--- src/rtl/comp_to_sm.sv ---
// Serial two's-complement to sign-magnitude converter.
// Builds the magnitude LSB-first with the copy-to-first-1-then-invert rule.
//
// state   | meaning
// --------+------------------------------------------------------------
// S_IDLE  | ready for a word; in_ready=1
// S_SHIFT | processing magnitude bit cnt (0..WIDTH-2), one per clock
// S_DONE  | result held on out_data/out_ovf until out_ready
module comp_to_sm #(
  parameter int WIDTH = 8
) (
  input  logic             clk,
  input  logic             rst,
  input  logic             in_valid,
  output logic             in_ready,
  input  logic [WIDTH-1:0] in_data,
  output logic             out_valid,
  input  logic             out_ready,
  output logic [WIDTH-1:0] out_data,
  output logic             out_ovf
);

  localparam int MW = WIDTH - 1;
  localparam int CW = (MW > 1) ? $clog2(MW) : 1;
  localparam logic [CW-1:0] CNT_LAST = CW'(MW - 1);

  if (WIDTH < 2 || WIDTH > 32) begin : g_bad_width
    $error("comp_to_sm: WIDTH must be in 2..32");
  end

  typedef enum logic [1:0] {
    S_IDLE,
    S_SHIFT,
    S_DONE
  } state_t;

  state_t          state_q, state_d;
  logic [MW-1:0]   word_q, word_d;
  logic [MW-1:0]   mag_q, mag_d;
  logic [MW-1:0]   mag_upd;
  logic            sign_q, sign_d;
  logic            seen_q, seen_d;
  logic            seen_upd;
  logic            bit_in, bit_out;
  logic [CW-1:0]   cnt_q, cnt_d;
  logic [WIDTH-1:0] data_q, data_d;
  logic            ovf_q, ovf_d;

  always_ff @(posedge clk) begin
    if (rst) begin
      state_q <= S_IDLE;
      word_q  <= '0;
      mag_q   <= '0;
      sign_q  <= 1'b0;
      seen_q  <= 1'b0;
      cnt_q   <= '0;
      data_q  <= '0;
      ovf_q   <= 1'b0;
    end else begin
      state_q <= state_d;
      word_q  <= word_d;
      mag_q   <= mag_d;
      sign_q  <= sign_d;
      seen_q  <= seen_d;
      cnt_q   <= cnt_d;
      data_q  <= data_d;
      ovf_q   <= ovf_d;
    end
  end

  always_comb begin
    state_d = state_q;
    word_d  = word_q;
    mag_d   = mag_q;
    sign_d  = sign_q;
    seen_d  = seen_q;
    cnt_d   = cnt_q;
    data_d  = data_q;
    ovf_d   = ovf_q;

    // The first 1 is copied; only bits above it are inverted for negatives.
    bit_in   = word_q[cnt_q];
    bit_out  = bit_in ^ (sign_q & seen_q);
    seen_upd = seen_q | bit_in;
    mag_upd  = mag_q;
    mag_upd[cnt_q] = bit_out;

    case (state_q)
      S_IDLE: begin
        if (in_valid) begin
          word_d  = in_data[MW-1:0];
          sign_d  = in_data[WIDTH-1];
          seen_d  = 1'b0;
          mag_d   = '0;
          cnt_d   = '0;
          state_d = S_SHIFT;
        end
      end
      S_SHIFT: begin
        mag_d  = mag_upd;
        seen_d = seen_upd;
        cnt_d  = cnt_q + CW'(1);
        if (cnt_q == CNT_LAST) begin
          state_d = S_DONE;
          // A negative word with no 1 in its magnitude is the most negative
          // value; saturate to -(2^(WIDTH-1)-1) rather than emit negative zero.
          if (sign_q && !seen_upd) begin
            data_d = '1;
            ovf_d  = 1'b1;
          end else begin
            data_d = {sign_q, mag_upd};
            ovf_d  = 1'b0;
          end
        end
      end
      S_DONE: begin
        if (out_ready) state_d = S_IDLE;
      end
      default: state_d = S_IDLE;
    endcase
  end

  assign in_ready  = (state_q == S_IDLE);
  assign out_valid = (state_q == S_DONE);
  assign out_data  = data_q;
  assign out_ovf   = ovf_q;

endmodule

--- config.mk ---
export PLATFORM = sky130hd
export DESIGN_NAME = comp_to_sm
export DESIGN_NICKNAME = d
export VERILOG_FILES = /design/src/rtl/comp_to_sm.sv
export SDC_FILE = /design/constraint.sdc
export NUM_CORES = 1
export LEC_CHECK = 0
export CORE_UTILIZATION = 53
export CTS_CLUSTER_SIZE = 8
export DETAILED_ROUTE_END_ITERATION = 6
export PLACE_DENSITY = 0.88
export SYNTH_ARGS = -nofsm -noshare
export SYNTH_HDL_FRONTEND = slang
export SYNTH_SLANG_ARGS = --single-unit
--- constraint.sdc ---
create_clock -name clk -period 3.5 [get_ports clk]
set_input_delay 0.525 -clock clk [delete_from_list [all_inputs] [get_ports clk]]
set_output_delay 0.525 -clock clk [all_outputs]
set_load 0.05 [all_outputs]
==> results of run 1 <==
## Yosys cell counts (2+ instances only)
cell      count  area [um^2]
dfxtp_1      30        600.6
nor2_1       28        105.1
a21oi_1      15        75.07
nand2_1      12        45.04
mux2i_1      10        100.1
inv_1         9        33.78
nor3_1        8        40.04
clkbuf_1      6        22.52
o21bai_1      5        37.54
o32ai_1       5        43.79
a211oi_1      4        30.03
nand2b_1      3        18.77
buf_1         2        7.510
ha_1          2        25.02
nand3_1       2        10.01
nor2b_1       2        12.51
o41ai_2       2        32.53
or3b_2        2        17.52
## report_power, final
| part | leakage (nW) | internal, mW | switching (mW) |
|---|---|---|---|
| clock network | 0.0353 | 0.0971 | 0.114 |
| logic | 0.378 | 0.0355 | 0.0413 |
| registers | 0.244 | 0.350 | 0.0130 |
## state kept, by name, summed over array words and instances, names as in the netlist
register,flops
out_data,8
mag_q,7
word_q,7
cnt_q,3
state_q,2
out_ovf,1
seen_q,1
sign_q,1
## final timing paths
| kind | to | depth (start not counted) | slack [ps] |
|---|---|---|---|
| setup / recovery | out_valid | 2 | 1080 |
| hold / removal | out_ovf | 2 | 460 |
| setup reg to reg | out_data[5] | 5 | 1170 |
| hold reg to reg | out_ovf | 2 | 460 |
## worst register-to-register path: cells and delay by family (launching register included)
family	cells	cell delay, ps
AO/OA/AOI/OAI	2	340
AND/OR/NAND/NOR	3	1210
flip-flops	1	660
## cell type report
cell class | count | area, um^2 | area share (%)
clock inverter | 1 | 5.005 | 0.2886
tap | 30 | 37.54 | 2.165
sequential | 30 | 600.6 | 34.63
clock buffer | 7 | 55.05 | 3.175
timing repair buffer | 24 | 235.2 | 13.56
multi-input combinational | 116 | 767.0 | 44.23
inverter | 9 | 33.78 | 1.948
## through the flow
stage / area (um^2) / cells / utilization, % / power [mW]
2_1_floorplan: 1439 / 164 / - / 0.4192
3_3_place_gp: 1674 / 209 / 66.37 / 0.4421
6_report: 1734 / 217 / 68.75 / 0.6506
4_1_cts: 1734 / 217 / 68.75 / 0.6591
3_5_place_dp: 1674 / 209 / 66.37 / 0.4462
5_1_grt: 1734 / 217 / 68.75 / 0.6835
## logic make-up (layout without fill, tap and decap cells)
logic type,count (synthesis),in the layout
flops,30,30
xor+xnor,1,1
buf+inv,18,41
fa+ha+maj,2,2
compound gates,36,36
simple gates,66,66
mux,11,11
## routing by layer
layer  vias up  GRT usage [%]
met5         -              0
met4         0          7.692
met3         7          8.475
met2        47          43.21
met1       569          29.74
li1        623              -
==> metrics.txt, run 1 <==
RSZ-0062 raised after global routing no; ratio of cells with drive above 1 in the final layout 11.23%; drt wl/cell 14.43 um; data required time of the worst path 2970 ps; largest net degree at the start of global routing 22; ys flop type dfxtp_1; gr ovfl total 0; CTS tree done; DR iter-0 viols 29; commonest cells after routing, fill and taps aside 30 x dfxtp_1, 28 x nor2_1, 22 x clkdlybuf4s50_1; clock buffer depth 2; main combinational cell family by area after synthesis simple AND/OR/NAND/NOR gates; post-cts resize count 0; Pwr Density 375.2 nW/um^2; CTS H-tree depth 2; Core Area 2522 um^2; leading cell type in the layout, fill and taps excluded dfxtp_1; Synth Area in Simple Gates 22.96%; sequential element share of the synthesized area 41.74%; status complete, no violations; crit path launch state_q[0]; Setup Skew 8.897 ps; Post-Syn Area per Cell 8.774 um^2; Pleak 0.6570 nW; Final Hold Viols 0; total number of vias 1246; cts hold-fix bufs 0; post-synthesis mux area share 7.739%; Post-Syn Nets 178; Worst Slack Setup Final 1079 ps; Post-synth EDFFs 0; metal2 WL 1612 um; Die Span X 54.11 um; Final Max Slew Viols 0; WL met3 187 um; worst-margin pin slew 880.2 ps; Die ar. 2927 um^2; crit-path cells nor2b_1 > clkdlybuf4s50_1; clk slew on worst S/H paths 90 ps; Max-cap violations 0; antenna cell count 0; DR vias/cell 5.742; mapped cell area 1439 um^2; Metal-1 WL 1281 um; GP Congestion 0.9001; PortBufs 22; Core Rows 18; CP Capture Type output pin; vias in the first global route 1145; worst hold slack 459.6 ps; Post-CTS Setup Inserts 0; slowest stage delay, CP 830 ps; CP max FO 15; Final setup violation count 0; Initial Util 57.04%; Die H 54.11 um; Critical Path AT 1900 ps; DRC errors left 0; Slowest-stage cell, CP clkdlybuf4s50_1; setup TNS 0 ps; max layer used met4; Final HPWL DP 2275 um; clk_lat worst skew 330 ps; Post-Syn Instances 164; Overall Global Routing Usage 25.31%; Num CTS Buffers 5; Seq cells post-synth 30; critical path class reg -> out; Placement Setup Slack 1259 ps; Synth Area in XOR/XNOR 1.130%; Async SR Flop Fraction 0%; total wire length 3132 um; worst flop-to-flop path startpoint state_q[0]; Tmin final 2421 ps; Crit path max-delay family buffers and inverters; relative slew slack 41.10%; Synth warnings 0; Hold Crit Class reg -> reg; filler cell count 204; CP Launch Type flip-flop; antenna-violating nets left 0; initial antenna violation count 0; # IOs 23; post-synthesis adder-cell area fraction 1.739%; Hold Startpoint out_ovf; fmax 413.0 MHz; Root Buffer clkbuf_4; Max VDD drop 388.3 uV; first-pass GRT wire length 5071 um; synth unique cells 35; TritonRoute pass-1 iters 4; post-synthesis compound-gate area fraction 19.74%; Total Nets Final 200; Final Cycle Share 69.18%; number of sinks on the clock net 30; Critical path buffers and inverters 1; area delta synth->final 20.52%
(Power assumes the default switching activity.)
==> inputs of run 2 (changes only) <==
Settings changed: CORE_UTILIZATION 53 to 52, PLACE_DENSITY 0.88 to 0.87.
Clock period 3.5 ns to 2.3 ns, I/O delays scaled along.
==> metrics.txt, run 2 (synthesized netlist as in run 1, its figures left out) <==
Hold Startpoint out_data[7]; antenna-violating nets left 0; cts hold-fix bufs 0; CP max FO 15; Hold Crit Class reg -> reg; Initial Util 56.54%; Max VDD drop 374.4 uV; Post-CTS Setup Inserts 0; RSZ-0062 raised after global routing no; Worst Slack Setup Final 175.2 ps; clk slew on worst S/H paths 80 ps; number of sinks on the clock net 30; Final Cycle Share 92.38%; post-cts resize count 0; critical path class reg -> out; CTS H-tree depth 2; slowest stage delay, CP 710 ps; status complete, no violations; worst flop-to-flop path startpoint cnt_q[0]; # IOs 23; total number of vias 1283; Pleak 0.6859 nW; DRC errors left 0; Die Span X 54.61 um; drt wl/cell 14.03 um; initial antenna violation count 0; data required time of the worst path 1960 ps; area of the multi-input gates 767.0 um^2; leading cell type in the layout, fill and taps excluded dfxtp_1; first-pass GRT wire length 5112 um; Setup Skew 5.230 ps; Overall Global Routing Usage 24.77%; total wire length 3087 um; crit path launch state_q[0]; Num CTS Buffers 5; area delta synth->final 21.74%; register area 600.6 um^2; Critical Path AT 1780 ps; Pwr Density 545.0 nW/um^2; GP Congestion 0.9489; Tmin final 2125 ps; Max-cap violations 0; clk_lat worst skew 330 ps; Die H 54.61 um; Core Area 2545 um^2; Root Buffer clkbuf_4; CTS tree done; CP Capture Type output pin; Placement Setup Slack 322.5 ps; gr ovfl total 0; Die ar. 2982 um^2; Tot Pwr 0.9547 mW; Final HPWL DP 2359 um; CP Launch Type flip-flop; vias in the first global route 1196; DR iter-0 viols 40; antenna cell count 0; Core Rows 18; setup TNS 0 ps; fmax 470.6 MHz; commonest cells after routing, fill and taps aside 30 x dfxtp_1, 28 x nor2_1, 21 x clkdlybuf4s50_1; largest net degree at the start of global routing 16; DR vias/cell 5.832; TritonRoute pass-1 iters 4; filler cell count 210; PortBufs 22; Slowest-stage cell, CP clkdlybuf4s50_1; ratio of cells with drive above 1 in the final layout 12.11%; relative slew slack 64.05%; crit-path cells nor2_1 > clkdlybuf4s50_1; Final Max Slew Viols 0; clock buffer depth 2; Final setup violation count 0; Total Nets Final 204; Final Hold Viols 0; worst-margin pin slew 538.5 ps; max reg flops 8
-- run 2: changes by cell type in the layout (fill, tap and decap cells not counted), sizes merged --
cell,before,now
dlymetal6s2s,0,1
buf,2,6
clkinv,1,0
clkdlybuf4s50,22,21
-- run 2: worst max-delay path: cells and delay by family (launching register included) --
kind / cells / cell delay [ps]
buf+inv: 1 / 710
simple gates: 1 / 70
flops: 1 / 670
-- run 2: final timing paths --
path | to | slack [ps] | cells after the start
setup reg to reg | out_data[5] | 290 | 5
hold reg to reg | out_data[7] | 460 | 2
setup / recovery | in_ready | 180 | 2
hold / removal | out_data[7] | 460 | 2
-- run 2: power by group --
group / leakage [nW] / internal, mW / switching (mW) / total (mW)
clock network: 0.0254 / 0.115 / 0.169 / 0.284
logic: 0.417 / 0.0572 / 0.0624 / 0.120
registers: 0.244 / 0.533 / 0.0186 / 0.551
-- run 2: cell type report --
cell class	instances	share of cell area (%)
Multi-Input combinational cell	116	43.79
Inverter	9	1.929
Timing Repair Buffer	28	15.29
Tap cell	30	2.143
Clock buffer	7	2.571
Sequential cell	30	34.29
-- run 2: metal layers --
| layer | wire (um) | share of wire, % | track usage [%] |
|---|---|---|---|
| met5 | 0 | 0 | 0 |
| met4 | 45 | 1.5 | 12.39 |
| met3 | 197 | 6.4 | 10.00 |
| met2 | 1509 | 49 | 39.56 |
| met1 | 1335 | 43 | 28.21 |
-- run 2: per-stage QoR --
step                      cells  util [%]  instance area (um^2)  hold WS [ps]
final                       220     68.83                  1752         460.2
after global routing        220     68.83                  1752         493.6
after CTS                   220     68.73                  1749         467.4
after detailed placement    213     66.96                  1704         456.1
after global placement      213     66.96                  1704         444.2
after floorplan             164         -                  1439         453.2
